`src/rtl/egress_count.sv`:
```
// egress_count: drains the D0/D1 destination FIFOs with a round-robin pop,
// counts popped words per destination and per virtual channel, and serves
// counter reads through a req/valid port gated by the idle condition.
module egress_count #(
   parameter int unsigned BW     = 6,
   parameter int unsigned CW     = 5,
   parameter int unsigned VC_BIT = 4
) (
   input  logic          clk,
   input  logic          reset_L,
   input  logic          D0_empty,
   input  logic          D1_empty,
   input  logic [BW-1:0] D0_data_out,
   input  logic [BW-1:0] D1_data_out,
   input  logic          idle,
   input  logic          req,
   input  logic [1:0]    idx,
   output logic          D0_rd,
   output logic          D1_rd,
   output logic [CW-1:0] count_out,
   output logic          valid
);

   localparam int unsigned IW = 2;

   logic          r_ptr;       // 0 = D0 next on contention, 1 = D1
   logic          r_rd_q0;
   logic          r_rd_q1;
   logic [CW-1:0] r_cnt_d0;
   logic [CW-1:0] r_cnt_d1;
   logic [CW-1:0] r_cnt_vc0;
   logic [CW-1:0] r_cnt_vc1;
   logic [CW-1:0] r_count_out;
   logic          r_valid;

   logic          w_pop0;
   logic          w_pop1;
   logic          w_vc_d0;
   logic          w_vc_d1;
   logic [IW-1:0] w_vc0_inc;
   logic [IW-1:0] w_vc1_inc;
   logic [CW-1:0] w_sel_cnt;

   // Round-robin pop arbiter: the lone non-empty FIFO wins, the pointer breaks ties
   always_comb begin
      w_pop0 = 1'b0;
      w_pop1 = 1'b0;
      if (reset_L) begin
         w_pop0 = !D0_empty && (D1_empty || (r_ptr == 1'b0));
         w_pop1 = !D1_empty && (D0_empty || (r_ptr == 1'b1));
      end
   end

   assign D0_rd = w_pop0;
   assign D1_rd = w_pop1;

   // VC classification of the word captured this cycle
   always_comb begin
      w_vc_d0   = D0_data_out[VC_BIT];
      w_vc_d1   = D1_data_out[VC_BIT];
      w_vc0_inc = IW'(r_rd_q0 && !w_vc_d0) + IW'(r_rd_q1 && !w_vc_d1);
      w_vc1_inc = IW'(r_rd_q0 &&  w_vc_d0) + IW'(r_rd_q1 &&  w_vc_d1);
   end

   // Counter selection for the read port
   always_comb begin
      w_sel_cnt = r_cnt_d0;
      case (idx)
         2'd0:    w_sel_cnt = r_cnt_d0;
         2'd1:    w_sel_cnt = r_cnt_d1;
         2'd2:    w_sel_cnt = r_cnt_vc0;
         default: w_sel_cnt = r_cnt_vc1;
      endcase
   end

   // Pointer update: after a pop always point away from the FIFO just popped
   always_ff @(posedge clk) begin
      if (!reset_L) begin
         r_ptr <= 1'b0;
      end else if (w_pop0) begin
         r_ptr <= 1'b1;
      end else if (w_pop1) begin
         r_ptr <= 1'b0;
      end
   end

   // Capture pipeline and per-class counters (wrap modulo 2^CW)
   always_ff @(posedge clk) begin
      if (!reset_L) begin
         r_rd_q0   <= 1'b0;
         r_rd_q1   <= 1'b0;
         r_cnt_d0  <= '0;
         r_cnt_d1  <= '0;
         r_cnt_vc0 <= '0;
         r_cnt_vc1 <= '0;
      end else begin
         r_rd_q0   <= w_pop0;
         r_rd_q1   <= w_pop1;
         r_cnt_d0  <= r_cnt_d0  + CW'(r_rd_q0);
         r_cnt_d1  <= r_cnt_d1  + CW'(r_rd_q1);
         r_cnt_vc0 <= r_cnt_vc0 + CW'(w_vc0_inc);
         r_cnt_vc1 <= r_cnt_vc1 + CW'(w_vc1_inc);
      end
   end

   // Read port: sample the pre-increment counter when idle, else drop the request
   always_ff @(posedge clk) begin
      if (!reset_L) begin
         r_count_out <= '0;
         r_valid     <= 1'b0;
      end else if (req && idle) begin
         r_count_out <= w_sel_cnt;
         r_valid     <= 1'b1;
      end else begin
         r_valid     <= 1'b0;
      end
   end

   assign count_out = r_count_out;
   assign valid     = r_valid;

endmodule

```
`config.mk`:
```
export PLATFORM = sky130hd
export DESIGN_NAME = egress_count
export DESIGN_NICKNAME = d
export VERILOG_FILES = /design/src/rtl/egress_count.sv
export SDC_FILE = /design/constraint.sdc
export NUM_CORES = 1
export LEC_CHECK = 0
export ABC_CLOCK_PERIOD_IN_PS = 2200
export BUFFER_PORTS_ARGS = -buffer_cell sky130_fd_sc_hd__buf_2
export CAP_MARGIN = 25
export CORE_UTILIZATION = 50
export CTS_CLUSTER_DIAMETER = 40
export DETAILED_ROUTE_END_ITERATION = 7
export GPL_TIMING_DRIVEN = 0
export PLACE_DENSITY = 0.85
export SLEW_MARGIN = 5
export SYNTH_ARGS = -nofsm -noshare
export SYNTH_HDL_FRONTEND = slang
export SYNTH_SLANG_ARGS = --single-unit
```
`constraint.sdc`:
```
create_clock -name clk -period 2.2 [get_ports clk]
set_clock_uncertainty 0.05 [all_clocks]
set_input_delay 0.44 -clock clk [delete_from_list [all_inputs] [get_ports clk]]
set_output_delay 0.44 -clock clk [all_outputs]
set_load 0.005 [all_outputs]
```
==> results of run 1 <==
[per-stage QoR]
stage | hold WS (ps) | total power (uW) | setup WS, ps
2_1_floorplan | 391 | 602 | 542
3_3_place_gp | 399 | 625 | 363
3_5_place_dp | 427 | 629 | 349
4_1_cts | 237 | 944 | 468
5_1_grt | 242 | 979 | 398
6_report | 254 | 933 | 507
[layout make-up]
cell class | count | area share [%]
Multi-Input combinational cell | 83 | 45.7
Sequential cell | 29 | 40.5
Timing Repair Buffer | 16 | 5.58
Clock buffer | 7 | 3.84
Tap cell | 28 | 2.44
Buffer | 4 | 1.74
Inverter | 1 | 0.262
[power groups by stage]
stage          clock network (uW)  registers [uW]  logic (uW)
2_1_floorplan                   0             559        42.7
3_3_place_gp                    0             560        64.1
3_5_place_dp                    0             561        68.0
4_1_cts                       327             549        68.1
5_1_grt                       349             551        78.4
6_report                      316             549        67.4
[cells in the final DEF (no fill, tap or decap), drive strengths merged]
| cell | synthesis | routed |
|---|---|---|
| nor2 | 3 | 3 |
| o221ai | 5 | 5 |
| nor2b | 2 | 2 |
| a21oi | 1 | 1 |
| dfxtp | 29 | 29 |
| ha | 6 | 6 |
| mux2i | 10 | 10 |
| xor2 | 4 | 4 |
| o21ai | 1 | 1 |
| and2 | 22 | 22 |
| nand2 | 1 | 1 |
| buf | 4 | 20 |
| nand3 | 13 | 13 |
| xnor2 | 8 | 8 |
| and3 | 1 | 1 |
| fa | 2 | 2 |
| nor3b | 2 | 2 |
| clkbuf | 0 | 7 |
| nand4b | 1 | 1 |
| nand4 | 1 | 1 |
| inv | 1 | 1 |
[worst register-to-register path, delay by kind of cell, from the launching register on]
family	cells	cell delay [ps]
adder cells (fa/ha/maj)	2	640
AND/OR/NAND/NOR	3	420
XOR/XNOR	1	80
flip-flops	1	330
[metal layers]
| layer | up-vias | part of all wire (%) | track usage (%) |
|---|---|---|---|
| li1 | 449 | - | - |
| met3 | 7 | 5.9 | 8.41 |
| met4 | 0 | 3.4 | 13.2 |
| met2 | 28 | 46 | 32.9 |
| met5 | - | 0 | 0 |
| met1 | 401 | 45 | 22.9 |
[path summary, 6_finish.rpt]
check	startpoint	to	slack, ps	cells past startpoint
worst max-delay path	r_ptr	D0_rd	510	4
worst min-delay path	D1_empty	r_rd_q1	250	2
worst max register to register	r_rd_q0	r_cnt_vc0[4]	580	6
worst min register to register	r_ptr	r_ptr	440	2
[flip-flops by register name, indices dropped and copies added (netlist names)]
register,count
r_ptr,1
valid,1
r_rd_q0,1
count_out,5
r_cnt_vc1,5
r_cnt_d1,5
r_rd_q1,1
r_cnt_vc0,5
r_cnt_d0,5
[cell families (layout without fill, tap and decap cells)]
logic type	after synthesis	in the layout	synth area share, %
muxes	10	10	7.91
xor gates and xnor gates	12	12	8.31
buffers and inverters	5	28	2.27
and+or+nand+nor	46	46	22.3
DFF	29	29	45.9
AOI/OAI and AO/OA	7	7	4.25
adders and majority gates	8	8	9.10
==> out/metrics.cfg, run 1 <==
[power_and_ir_drop]
clkPwrFrac_pct=33.9
combPwrFrac_pct=7.2
cellLeakagePower_uw=0.000675
p_sw_uw=211
ir_drop_v=0.000426
switching_share_pct=22.7
p_per_area_nw_per_um2=650
internal_power_uw=721
seq_power_share_pct=58.9

[setup_path]
cp_num_buf_inv=2
crit_fanout=3
cp-start-kind=flip-flop
crit_path_max_incr_delay_ps=340
end_kind=output pin
cp_cell_sequence=inv_1 > o21ai_0 > nor2_1 > buf_2
cp.required_ps=1710
setup.worst_path.class=flip-flop to output pin
slowest_stage=dfxtp_1
crit_family=flip-flops
arrival_ps=1200

[clock_network]
numCtsBuffers=5
clockBufferDepth=2
tritoncts=done
cts_resized=0
clock_latency_ps=320
cts_setup_buffers=0
cts.sinks=29
cts-hold-fix-buffers=0
cts_root_buf=clkbuf_4
htreeDepth=2
clk_pin_slew_ps=80

[route]
routed_via_density=5.27
drc=0
wl_um=2270
num_vias=885
drtIter0Drc=12
ant_nets=0
dr.pass1.iters=4
avgRoutedWirePerCell_um=13.5

[synthesis]
syn_inst=117
synth.yosys.seq_area_share_pct=45.9
synth_fp_nets=145
yosysUniqueCellTypes=21
synth-seq-cells=29
yosys-top-cells-count=dfxtp_1, and2_1, nand3_1
netlist.area_leader.share_pct=45.9
synth.most_common_cell=dfxtp_1
ys_async_sr_fraction_pct=0
synth.area.top_cells=dfxtp_1, and2_1, mux2i_1
ys_warn_count=0
synthFlopType=dfxtp_1
yosysTopAreaCell=dfxtp_1
avgSynthCellArea_um2=10.8
synth-edff-count=0
syn_area_um2=1260

[final_layout]
fin_util_pct=62.5
drive_gt1_share_pct=19.3
antenna_cells=0
fin_area_um2=1440
nNetsFinal=168
num-fill-cells=194
areaGrowthSynthToFinish_pct=13.5
fin_cells=168
regArea_um2=581
multi_input_area_um2=656

[timing]
min_period_ps=1690
final.period_utilization_pct=76.9
tightest_slew_ps=326
slew_viol_final=0
grt_setup_unrepaired=false
relSlewSlack_pct=78.0
fmax_mhz=591
fin_tns_setup_ps=0
finalSetupViolCount=0
finalHoldViolCount=0

[run]
max_cap_violations=0

[global_routing]
grt_max_degree=11
gr-usage-all-layers_pct=20.8
grt_overflow_total=0
grt_pass1_wl_um=3890
grt_antenna_before_repair=0
grt_pass1_vias=879

[floorplanning]
die_area_um2=2740
rows=17
initial_core_util_pct=55.1
die_x_um=52.3
core_area_um2=2300
io_pins=28
dieHeight_um=52.3

[worst_hold_path]
worstHoldPathType=primary input to flip-flop

[placement]
place_area_um2=1380
dpl.hpwl_um=1740
gp_congestion=0.813
dp_cells=161
port_buffers=16

[run_status]
status=finished, final reports clean

(Power assumes the default switching activity.)
==> run 2: changes to the inputs <==
- ABC_AREA: unset -> 1
- ABC_CLOCK_PERIOD_IN_PS: 2200 -> 1400
- CORE_UTILIZATION: 50 -> 48
- clock period: 2.2 -> 1.4 ns (I/O delays scaled with it)
==> out/metrics.cfg, run 2 <==
[run_status]
status=finished, violations left
violations=negative setup slack

[setup_path]
slowest_stage=fa_2
cp_num_buf_inv=1  ; -1
setup.worst_path.class=flip-flop to flip-flop
cp.required_ps=1570  ; -140 ps
crit_path_max_incr_delay_ps=390  ; +50 ps
end_kind=flip-flop
crit_family=adder cells
cp_cell_sequence=inv_2 > nor2_2 > fa_2 > ha_4 > nand3_2 > xor2_1 > nor2_1
arrival_ps=1600  ; +400 ps
cp-start-kind=flip-flop
crit_fanout=3  ; unchanged

[route]
drc=0  ; unchanged
dr.pass1.iters=4  ; unchanged
wl_um=2700  ; +19%
num_vias=1142  ; +29%
routed_via_density=5.14  ; -2.3%
avgRoutedWirePerCell_um=12.2  ; -9.9%
drtIter0Drc=17  ; +5
ant_nets=0  ; unchanged

[final_layout]
final_cell_mix=nand2_1, dfxtp_1, inv_1, buf_2, nor2_1
areaGrowthSynthToFinish_pct=20.7
drive_gt1_share_pct=32.8  ; +14 points
antenna_cells=0  ; unchanged
final_common_cell=nand2_1
nNetsFinal=219  ; +30%
fin_cells=222  ; +32%
multi_input_area_um2=691  ; +5.3%
fin_util_pct=63.1  ; +0.60 points
regArea_um2=584  ; +0.65%
num-fill-cells=218  ; +12%

[clock_network]
numCtsBuffers=5  ; unchanged
clk_pin_slew_ps=90  ; about the same
clock_latency_ps=330  ; about the same
tritoncts=done
cts_root_buf=clkbuf_4
cts.sinks=29  ; unchanged
htreeDepth=2  ; unchanged
cts-hold-fix-buffers=0  ; unchanged
clockBufferDepth=2  ; unchanged

[floorplanning]
core_area_um2=2540  ; +11%
rows=18  ; +1
initial_core_util_pct=52.3  ; -2.8 points
dieHeight_um=54.6  ; +4.5%
io_pins=28  ; unchanged
die_area_um2=2990  ; +9.1%
die_x_um=54.6  ; +4.5%

[placement]
dp_cells=210  ; +30%
dp_slack_ps=-145  ; -494 ps
port_buffers=16  ; unchanged
dpl.hpwl_um=1850  ; +6.5%
gp_congestion=0.882  ; +8.5%

[synthesis]
yosys-top-cells-count=dfxtp_1, nand2_1, inv_1
yosysUniqueCellTypes=21  ; unchanged
syn_area_um2=1330  ; +5.1%
synth_fp_nets=192  ; +32%
yosysTopAreaCell=dfxtp_1
synth.area.top_cells=dfxtp_1, nand2_1, inv_1
synth-edff-count=0  ; unchanged
synth.most_common_cell=dfxtp_1
netlist.area_leader.share_pct=43.7  ; -2.2 points
ys_warn_count=0  ; unchanged
synthFlopType=dfxtp_1
avgSynthCellArea_um2=8.11  ; -25%
syn_inst=164  ; +40%
ys_async_sr_fraction_pct=0  ; unchanged
synth-seq-cells=29  ; unchanged
synth.yosys.seq_area_share_pct=43.7  ; -2.2 points

[global_routing]
grt_antenna_before_repair=0  ; unchanged
grt_pass1_wl_um=4370  ; +12%
grt_max_degree=11  ; unchanged
grt_overflow_total=0  ; unchanged
gr-usage-all-layers_pct=21.8  ; +0.97 points
grt_pass1_vias=1048  ; +19%

[timing]
slew_viol_final=0  ; unchanged
min_period_ps=1430
tightest_slew_ps=275  ; -51.0 ps
grt_setup_unrepaired=true
setup_ws_ps=-31.4  ; -539 ps
finalHoldViolCount=0  ; unchanged
final.period_utilization_pct=102
relSlewSlack_pct=81.6  ; +3.6 points
finalSetupViolCount=1  ; +1
fmax_mhz=699

[power_and_ir_drop]
cellLeakagePower_uw=0.000758  ; +12%
ir_drop_v=0.000881  ; +110%
p_per_area_nw_per_um2=951  ; +46%

[run]
max_cap_violations=0  ; unchanged

[worst_hold_path]
worstHoldPathType=primary input to flip-flop

[run 2: final cells by class]
| cell class | instances | share of cell area (%) |
|---|---|---|
| Inverter | 24 | 5.61 |
| Timing Repair Buffer | 20 | 6.86 |
| Tap cell | 30 | 2.34 |
| Sequential cell | 29 | 36.4 |
| Multi-Input combinational cell | 107 | 43.0 |
| Buffer | 4 | 2.57 |
| Clock buffer | 6 | 2.57 |
| Clock inverter | 2 | 0.624 |
[run 2: path summary, 6_finish.rpt]
kind,startpoint,endpoint,slack (ps),cells past startpoint
min reg2reg,count_out[0],count_out[0],430,2
max reg2reg,r_rd_q0,r_cnt_vc0[4],-30,7
min,D1_empty,r_rd_q1,90,2
max,r_rd_q0,r_cnt_vc0[4],-30,7
[run 2: routing by layer]
metal	wire length (um)	vias to the layer above	track usage [%]
li1	-	573	-
met1	1210	532	25.9
met2	1300	33	33.9
met3	154	4	8.61
met4	28	0	10.3
met5	0	-	0
[run 2: what timing repair did]
item / CTS / global route
setup endpoints to repair: 5 / 8
buffers inserted: 1 / 3
gates resized for setup: 13 / 14
pin swaps: 5 / 9
[run 2: cells by family after synthesis]
kind of cell | synth area share [%]
AO/OA/AOI/OAI | 10.1
XOR/XNOR | 3.95
adder cells (fa/ha/maj) | 8.65
buffers and inverters | 9.88
flip-flops | 43.7
AND/OR/NAND/NOR | 23.8
[run 2: stage by stage]
| stage | power (uW) | instance area, um2 | hold WS (ps) | setup TNS [ps] |
|---|---|---|---|---|
| detailed placement | 1040 | 1450 | 410 | -358 |
| CTS | 1520 | 1560 | 79.0 | -31.7 |
| finish | 1530 | 1610 | 94.7 | -31.4 |
| global placement | 1030 | 1450 | 401 | -311 |
| global route | 1610 | 1610 | 89.7 | -313 |
| floorplan | 989 | 1340 | 302 | 0 |
[run 2: worst register-to-register path, cell delays in order (launching register included)]
cell     delay [ps]
dfxtp_2         350
inv_2            50
nor2_2           30
fa_2            390
ha_4            180
nand3_2          80
xor2_1          140
nor2_1           50
[run 2: where the power goes]
part	internal, uW	switching [uW]	leakage, uW
logic	75.0	97.0	0.000490
clock network	191	288	0.0000320
registers	853	22.5	0.000237
total	1120	408	0.000758
